<file path="src/rtl/id_gen_if.sv">
// Request, character-stream and status signals for the identifier stream generator.
// slave is the generator side, master is the requester/sink side.
interface id_gen_if #(
  parameter int unsigned CNT_W = 4
);
  logic             start;
  logic [CNT_W-1:0] n_letters;
  logic [CNT_W-1:0] n_digits;
  logic [4:0]       letter_idx;
  logic [3:0]       digit_idx;
  logic             ready;
  logic [7:0]       chr;
  logic             valid;
  logic             exp_out;
  logic             busy;
  logic             done;
  logic             err;

  modport slave (
    input  start, n_letters, n_digits, letter_idx, digit_idx, ready,
    output chr, valid, exp_out, busy, done, err
  );

  modport master (
    output start, n_letters, n_digits, letter_idx, digit_idx, ready,
    input  chr, valid, exp_out, busy, done, err
  );
endinterface

</file>
<file path="src/rtl/id_gen.sv">
// Emits a letter run followed by a digit run over a valid/ready stream, with the
// identifier-recognizer output expected after each character.
module id_gen #(
  parameter int unsigned CNT_W = 4,
  parameter int unsigned UPPER = 0
) (
  input logic     clk_i,
  input logic     reset_i,
  id_gen_if.slave bus
);
  localparam logic [7:0] LetterBase = (UPPER != 0) ? 8'd65 : 8'd97;
  localparam logic [7:0] DigitBase  = 8'd48;

  typedef enum logic [1:0] {StIdle, StLet, StDig, StFin} state_e;

  state_e           state_q;
  logic [CNT_W-1:0] let_cnt_q, dig_cnt_q;
  logic [4:0]       let_off_q;
  logic [3:0]       dig_off_q;
  logic [7:0]       char_q;
  logic             valid_q, exp_q, busy_q, done_q, err_q;

  logic [4:0] let_start, let_next;
  logic [3:0] dig_start, dig_next;
  logic       xfer;

  always_comb begin
    let_start = (bus.letter_idx > 5'd25) ? bus.letter_idx - 5'd26 : bus.letter_idx;
    dig_start = (bus.digit_idx > 4'd9) ? bus.digit_idx - 4'd10 : bus.digit_idx;
    let_next  = (let_off_q == 5'd25) ? 5'd0 : let_off_q + 5'd1;
    dig_next  = (dig_off_q == 4'd9) ? 4'd0 : dig_off_q + 4'd1;
    xfer      = valid_q & bus.ready;
  end

  always_ff @(posedge clk_i) begin
    if (reset_i) begin
      state_q   <= StIdle;
      let_cnt_q <= '0;
      dig_cnt_q <= '0;
      let_off_q <= '0;
      dig_off_q <= '0;
      char_q    <= '0;
      valid_q   <= 1'b0;
      exp_q     <= 1'b0;
      busy_q    <= 1'b0;
      done_q    <= 1'b0;
      err_q     <= 1'b0;
    end else begin
      done_q <= 1'b0;
      err_q  <= 1'b0;
      unique case (state_q)
        StIdle: begin
          // The done cycle itself does not accept a new request.
          if (bus.start && !done_q) begin
            if (bus.n_letters == '0) begin
              err_q <= 1'b1;
            end else begin
              let_cnt_q <= bus.n_letters;
              dig_cnt_q <= bus.n_digits;
              let_off_q <= let_start;
              dig_off_q <= dig_start;
              char_q    <= LetterBase + {3'b000, let_start};
              exp_q     <= 1'b0;
              valid_q   <= 1'b1;
              busy_q    <= 1'b1;
              state_q   <= StLet;
            end
          end
        end
        StLet: begin
          if (xfer) begin
            if (let_cnt_q == CNT_W'(1)) begin
              if (dig_cnt_q != '0) begin
                char_q  <= DigitBase + {4'b0000, dig_off_q};
                exp_q   <= 1'b1;
                state_q <= StDig;
              end else begin
                valid_q <= 1'b0;
                state_q <= StFin;
              end
            end else begin
              let_cnt_q <= let_cnt_q - CNT_W'(1);
              let_off_q <= let_next;
              char_q    <= LetterBase + {3'b000, let_next};
            end
          end
        end
        StDig: begin
          if (xfer) begin
            if (dig_cnt_q == CNT_W'(1)) begin
              valid_q <= 1'b0;
              state_q <= StFin;
            end else begin
              dig_cnt_q <= dig_cnt_q - CNT_W'(1);
              dig_off_q <= dig_next;
              char_q    <= DigitBase + {4'b0000, dig_next};
            end
          end
        end
        StFin: begin
          busy_q  <= 1'b0;
          done_q  <= 1'b1;
          exp_q   <= 1'b0;
          state_q <= StIdle;
        end
        default: state_q <= StIdle;
      endcase
    end
  end

  assign bus.chr     = char_q;
  assign bus.valid   = valid_q;
  assign bus.exp_out = exp_q;
  assign bus.busy    = busy_q;
  assign bus.done    = done_q;
  assign bus.err     = err_q;
endmodule

</file>
<file path="src/flat_wrapper.sv">
// flat-port wrapper written by rule: the top's interface ports become plain ports
module id_gen_flat 
#(
  parameter int unsigned CNT_W = 4,
  parameter int unsigned UPPER = 0
)
  (clk_i, reset_i, bus_start, bus_n_letters, bus_n_digits, bus_letter_idx, bus_digit_idx, bus_ready, bus_chr, bus_valid, bus_exp_out, bus_busy, bus_done, bus_err);
  id_gen_if #(.CNT_W(CNT_W)) bus_i ();
  input logic clk_i;
  input logic reset_i;
  input wire logic [$bits(bus_i.start)-1:0] bus_start;
  input wire logic [$bits(bus_i.n_letters)-1:0] bus_n_letters;
  input wire logic [$bits(bus_i.n_digits)-1:0] bus_n_digits;
  input wire logic [$bits(bus_i.letter_idx)-1:0] bus_letter_idx;
  input wire logic [$bits(bus_i.digit_idx)-1:0] bus_digit_idx;
  input wire logic [$bits(bus_i.ready)-1:0] bus_ready;
  output wire logic [$bits(bus_i.chr)-1:0] bus_chr;
  output wire logic [$bits(bus_i.valid)-1:0] bus_valid;
  output wire logic [$bits(bus_i.exp_out)-1:0] bus_exp_out;
  output wire logic [$bits(bus_i.busy)-1:0] bus_busy;
  output wire logic [$bits(bus_i.done)-1:0] bus_done;
  output wire logic [$bits(bus_i.err)-1:0] bus_err;
  assign bus_i.start = bus_start;
  assign bus_i.n_letters = bus_n_letters;
  assign bus_i.n_digits = bus_n_digits;
  assign bus_i.letter_idx = bus_letter_idx;
  assign bus_i.digit_idx = bus_digit_idx;
  assign bus_i.ready = bus_ready;
  assign bus_chr = bus_i.chr;
  assign bus_valid = bus_i.valid;
  assign bus_exp_out = bus_i.exp_out;
  assign bus_busy = bus_i.busy;
  assign bus_done = bus_i.done;
  assign bus_err = bus_i.err;
  id_gen #(.CNT_W(CNT_W), .UPPER(UPPER)) u_core (.clk_i(clk_i), .reset_i(reset_i), .bus(bus_i));
endmodule
</file>
<file path="config.mk">
export PLATFORM = sky130hd
export DESIGN_NAME = id_gen_flat
export DESIGN_NICKNAME = d
export VERILOG_FILES = /design/src/rtl/id_gen_if.sv /design/src/rtl/id_gen.sv /design/src/flat_wrapper.sv
export SDC_FILE = /design/constraint.sdc
export NUM_CORES = 1
export LEC_CHECK = 0
export CAP_MARGIN = 10
export CELL_PAD_IN_SITES_DETAIL_PLACEMENT = 0
export CELL_PAD_IN_SITES_GLOBAL_PLACEMENT = 1
export CORE_MARGIN = 2
export CORE_UTILIZATION = 38
export CTS_BUF_LIST = sky130_fd_sc_hd__clkbuf_4 sky130_fd_sc_hd__clkbuf_8
export DETAILED_ROUTE_END_ITERATION = 10
export PLACE_DENSITY_LB_ADDON = 0.08
export SYNTH_ARGS = -nofsm -noshare
export SYNTH_HDL_FRONTEND = slang
export SYNTH_SLANG_ARGS = --single-unit
export TNS_END_PERCENT = 5
</file>
<file path="constraint.sdc">
create_clock -name clk_i -period 2 [get_ports clk_i]
set_input_delay 0.3 -clock clk_i [delete_from_list [all_inputs] [get_ports clk_i]]
set_output_delay 0.3 -clock clk_i [all_outputs]
set_load 0.1 [all_outputs]
</file>
# Word-level counts from Yosys, hierarchy flattened
# Cells that the tools add are included.
# classes
n_addsub	10
order_cmp	2
eq_ne	18
n_mux	57
bitwise_logic	3
reduce_logical	18
# ops
op	count
$mux 4	14
$mux 8	7
$mux 5	6
$pmux 4 s2	3
$pmux 8 s3	1
$add 7x5->8 const A	2
$mux 1	15
$add 6x4->7 const A	2
$mux 2	6
$ne 2x1->1 const B	6
$reduce_and 6->1	2
$pmux 5 s2	1
$reduce_and 5->1	2
$eq 4x1->1 const B	2
$ne 2x2->1 const B	4
$pmux 2 s4	1
$reduce_and 8->1	1
$sub 4x1->4 const B	2
$reduce_and 7->1	1
$pmux 1 s3	2
$reduce_bool 2->1	3
$reduce_bool 3->1	2
$add 5x1->5 const B	1
$eq 5x5->1 const B	1
other kinds (19)	21
# word_totals
register_bits	32
input_bits	21
out_inout_bits	13
word_cells	119

# Longest topological paths before layout
# logic_depth
word_depth	6
depth_mapped	10
depth_no_buf	10

# Worst setup path after synthesis
# OpenSTA, ideal clock, no wires.
# synth_timing
path_kind	reg-to-reg
startpoint	reg u_core.valid_q, in the netlist u_core.bus.valid
endpoint	reg u_core.char_q[1], in the netlist u_core.bus.chr[1]
setup_time_ns	0.071
t_arrival_ns	2.162
required_ns	1.929
setup_slack_ns	-0.233
stages_incl_launch_ff	6
n_path_buf	0
period_less_slack_ns	2.233
cell_sequence	dfxtp_1 > nand2_1 > o22ai_1 > nand4b_2 > or3_1 > a21oi_1
# synth_via
elab_chain_len	3
word_cells_on_any_way	4
cone_classes	eq/ne: 2; bitwise: 1; reduce/logical: 1
# synth_lines
element	line_no	rtl
start, declared	id_gen.sv:21	logic valid_q, exp_q, busy_q, done_q, err_q;
start signal, assigned	id_gen.sv:43	valid_q <= 1'b0;
start signal, assigned	id_gen.sv:64	valid_q <= 1'b1;
start signal, assigned	id_gen.sv:78	valid_q <= 1'b0;
$and 1x1->1 *	id_gen.sv:32	xfer = valid_q & bus.ready;
$ne 2x1->1 (no line)	-	
$reduce_and 7->1 (no line) *	-	
end signal, assigned	id_gen.sv:62	char_q <= LetterBase + {3'b000, let_start};
end signal, assigned	id_gen.sv:74	char_q <= DigitBase + {4'b0000, dig_off_q};
end signal, assigned	id_gen.sv:84	char_q <= LetterBase + {3'b000, let_next};
end, declared	id_gen.sv:20	logic [7:0] char_q;
# Every way passes the cells marked *; elsewhere a longest branch is shown, timed or not.
# A chain may end at the register's enable or synchronous reset.

# Worst setup path after layout
# layout_timing
startpoint	reg u_core.let_off_q[1]
endpoint	reg u_core.char_q[1], in the netlist u_core.bus.chr[1]
# layout_via
elab_chain_len	6
word_cells_on_any_way	7
cone_classes	add/sub: 2; eq/ne: 1; mux: 4
# layout_lines
element	line_no	rtl
start, declared	id_gen.sv:18	logic [4:0] let_off_q;
start signal, assigned	id_gen.sv:60	let_off_q <= let_start;
start signal, assigned	id_gen.sv:83	let_off_q <= let_next;
$add 5x1->5 or $eq 5x5->1 (tied branches)	id_gen.sv:30	let_next = (let_off_q == 5'd25) ? 5'd0 : let_off_q + 5'd1;
$mux 5 *	id_gen.sv:30	
$add 7x5->8 *	id_gen.sv:84	
$mux 8 *	id_gen.sv:72	if (let_cnt_q == CNT_W'(1)) begin
$mux 8 *	id_gen.sv:71	if (xfer) begin
$pmux 8 s3 *	id_gen.sv:51	unique case (state_q)
# Every way passes the cells marked *; elsewhere a longest branch is shown, timed or not. The select of a mux whose other input is x is not followed.

==> impl_metrics.csv <==
group,metric,value,unit
synth,synthArstFlopShare,0,
timing,rsz0062_at_grt,"true",
worst_setup_path,cpMaxStageDelayCell,"dfxtp_2",
grt,global_route.usage.met2,0.342,
clocking,clk_pin_slew,70,ps
worst_setup_path,crit_type,"flop to flop",
clocking,clockBufferDepth,2,
grt,grt_util_met3,0.0340,
worst_setup_path,end_kind,"flop",
synth,netlist.area_leader.share,0.255,
synth,yosys-top-cells-area,"dfxtp_1 25%, ha_1 9.0%, a21oi_1 4.8%",
synth,ys_seq_area_frac,0.255,
clocking,clkLatencyLatePin,290,ps
flow_run,maxCapViolCount,0,
clocking,cts_tree,"yes",
synth,yosysMostFrequentCell,"dfxtp_1",
synth,synth-edff-count,0,
timing,setup_viol,0,
die,ioPinCount,34,
synth,netlist_instances,314,
grt,grt_max_degree,16,
place,gp_congestion,0.806,
worst_setup_path,required,2150,ps
die,core_area,6390,sq um
power_and_ir_drop,power.leakage,0.00147,uW
synth,netlist_area,2510,sq um
die,die_area,7280,sq um
clocking,cts_buffers,5,
clocking,htree_levels,2,
die,die_x,85.3,microns
synth,yosysWarnings,0,
cells_and_area,instances_no_fill,483,
clocking,ctsHoldBuffers,0,
timing,fmax,510,MHz
grt,antenna_found_initial,0,
grt,grt.total_usage,0.200,
place,port_buffers,33,
cells_and_area,insertedDiodeCount,0,
grt,grt_pass1_wl,11800,microns
timing,slew_headroom,0.593,
die,fp-row-count,29,
worst_setup_path,max_stage_delay,330,ps
clocking,clock-root-buffer,"clkbuf_8",
worst_setup_path,cp_top_family,"simple AND/OR/NAND/NOR gates",
drt,via_per_inst,5.33,
power_and_ir_drop,irDropWorstVdd,1.15,mV
drt,routed_wirelength,6920,microns
worst_setup_path,critPathLaunchType,"flop",
timing,period_share,0.980,
timing,worst_hold_slack,462,ps
drt,drtIter0Drc,65,
power_and_ir_drop,fin_total_pwr,6000,uW
drt,wl_per_cell,14.3,microns
synth,ys_dominant_reg_cell,"dfxtp_1",
drt,dr.pass1.iters,4,
cells_and_area,syn2layout_area_growth,41.4,%
synth,yosys.area.top_type,"dfxtp_1",
worst_setup_path,reg2reg_slack,40,ps
timing,maxSlewViolCount,0,
timing,skew,6.35,ps
worst_setup_path,arrival,2110,ps
grt,busiest_layer,"met2",
cells_and_area,postLayoutCoreUtil,0.556,
cells_and_area,nNetsFinal,444,
worst_setup_path,cp_num_buf_inv,1,
drt,vias,2573,
worst_setup_path,cp_cell_sequence,"inv_2 > ha_4 > and4b_2 > nor2_2 > ha_1 > mux2_4 > a221oi_2 > or3_1 > a21oi_1",
power_and_ir_drop,power_density,1690,nW/um^2
clocking,clkSinkCount,32,
outcome,status,"finished, final reports clean",
timing,worst_pin_slew,609,ps
timing,finalHoldViolations,0,
timing,fin_crit,1960,ps
place,dp_cells,467,
drt,ant_nets,0,
synth,syn_area_per_cell,8.00,sq um
synth,netlist-cell-type-count,67,
worst_hold_path,hold_class,"flop to flop",
place,dp_hpwl,5250,microns
synth,synth_nets,353,
timing,setup_tns,0,ps
synth,synth-seq-cells,32,
synth,synthTopCellsByCount,"32 x dfxtp_1, 25 x nor2_1, 24 x a21oi_1",
grt,grt_pass1_vias,2508,
die,start_util,0.393,
die,fp.dieH,85.3,microns
grt,grtUsageMet1,0.258,
worst_setup_path,crit_fanout,4,
grt,gr-total-overflow,0,
drt,drc,0,
cells_and_area,drive_gt1_frac,0.342,
==> flip-flops by register name, summed over array words and instances, names as in the netlist <==
signal and count:
u_core.bus.exp_out 1, u_core.bus.valid 1, u_core.bus.chr 8, u_core.bus.busy 1
u_core.dig_cnt_q 4, u_core.bus.err 1, u_core.bus.done 1, u_core.let_cnt_q 4
u_core.let_off_q 5, u_core.state_q 2, u_core.dig_off_q 4
==> placed cells by master, fill, tap and decap left out, types with 5 or more instances in the layout <==
master           instances
nor3_1                  12
buf_4                   81
dfxtp_1                 28
clkdlybuf4s50_1         18
a211oi_1                 6
o21ai_0                 16
nor2_1                  23
clkbuf_8                 5
inv_1                   15
o211ai_1                 6
ha_1                    15
nand3_1                  8
nand2b_1                 6
nor2b_1                 10
nand2_1                 22
mux2i_1                  8
a21oi_1                 22
a21boi_0                 5
==> where the power goes <==
part / internal (uW) / switching [uW] / total [uW]
sequential: 923 / 254 / 1180
clock: 242 / 262 / 505
combinational: 1830 / 2490 / 4320
total: 2990 / 3010 / 6000
==> metrics by stage <==
stage	instance area [sq um]	setup WS, ps
final	3550	40.4
after global routing	3550	-65.6
after floorplan	2510	-56.5
after detailed placement	3280	-548
after global placement	3280	-489
after CTS	3460	1.48
==> layout make-up <==
class | count | area, sq um
fill | 631 | 2830
multi-input combinational | 247 | 1850
timing repair buffer | 101 | 806
sequential | 32 | 646
tap | 77 | 96.3
clock buffer | 5 | 68.8
inverter | 18 | 67.6
clock inverter | 3 | 18.8
==> worst paths after layout <==
check	start	endpoint	cells past startpoint
setup / recovery	u_core.let_off_q[1]	u_core.bus.chr[1]	9
hold reg to reg	u_core.bus.chr[1]	u_core.bus.chr[1]	2
hold / removal	u_core.bus.chr[1]	u_core.bus.chr[1]	2
setup reg to reg	u_core.let_off_q[1]	u_core.bus.chr[1]	9
==> cell families (layout without fill, tap and decap cells) <==
logic type	Yosys count	count (layout)	share of synthesized area
AND/OR/NAND/NOR	119	119	0.277
AO/OA/AOI/OAI	98	98	0.270
buffers and inverters	35	127	0.0603
flip-flops	32	32	0.255
adder cells (fa/ha/maj)	18	18	0.0896
multiplexers	10	10	0.0408
XOR/XNOR	2	2	0.00697
==> worst min-delay path, delay by kind of cell, from the launching register on <==
kind,cells,cell delay (ps)
flip-flops,1,320
AND/OR/NAND/NOR,1,50
AO/OA/AOI/OAI,1,50
==> what timing repair did <==
item | CTS | global route
gates resized for setup | 19 | 19
pin swaps | 5 | 4
setup endpoints to repair | 7 | 20
setup buffers | 8 | 0
endpoints found under the hold margin | 0 | 0
==> layer usage <==
| layer | wire length, microns | vias up | share of wire |
|---|---|---|---|
| met3 | 156 | 8 | 0.023 |
| li1 | - | 1333 | - |
| met2 | 3400 | 31 | 0.49 |
| met4 | 85 | 0 | 0.012 |
| met5 | 0 | - | 0 |
| met1 | 3280 | 1201 | 0.47 |
Power figures use the tool's default switching activity.
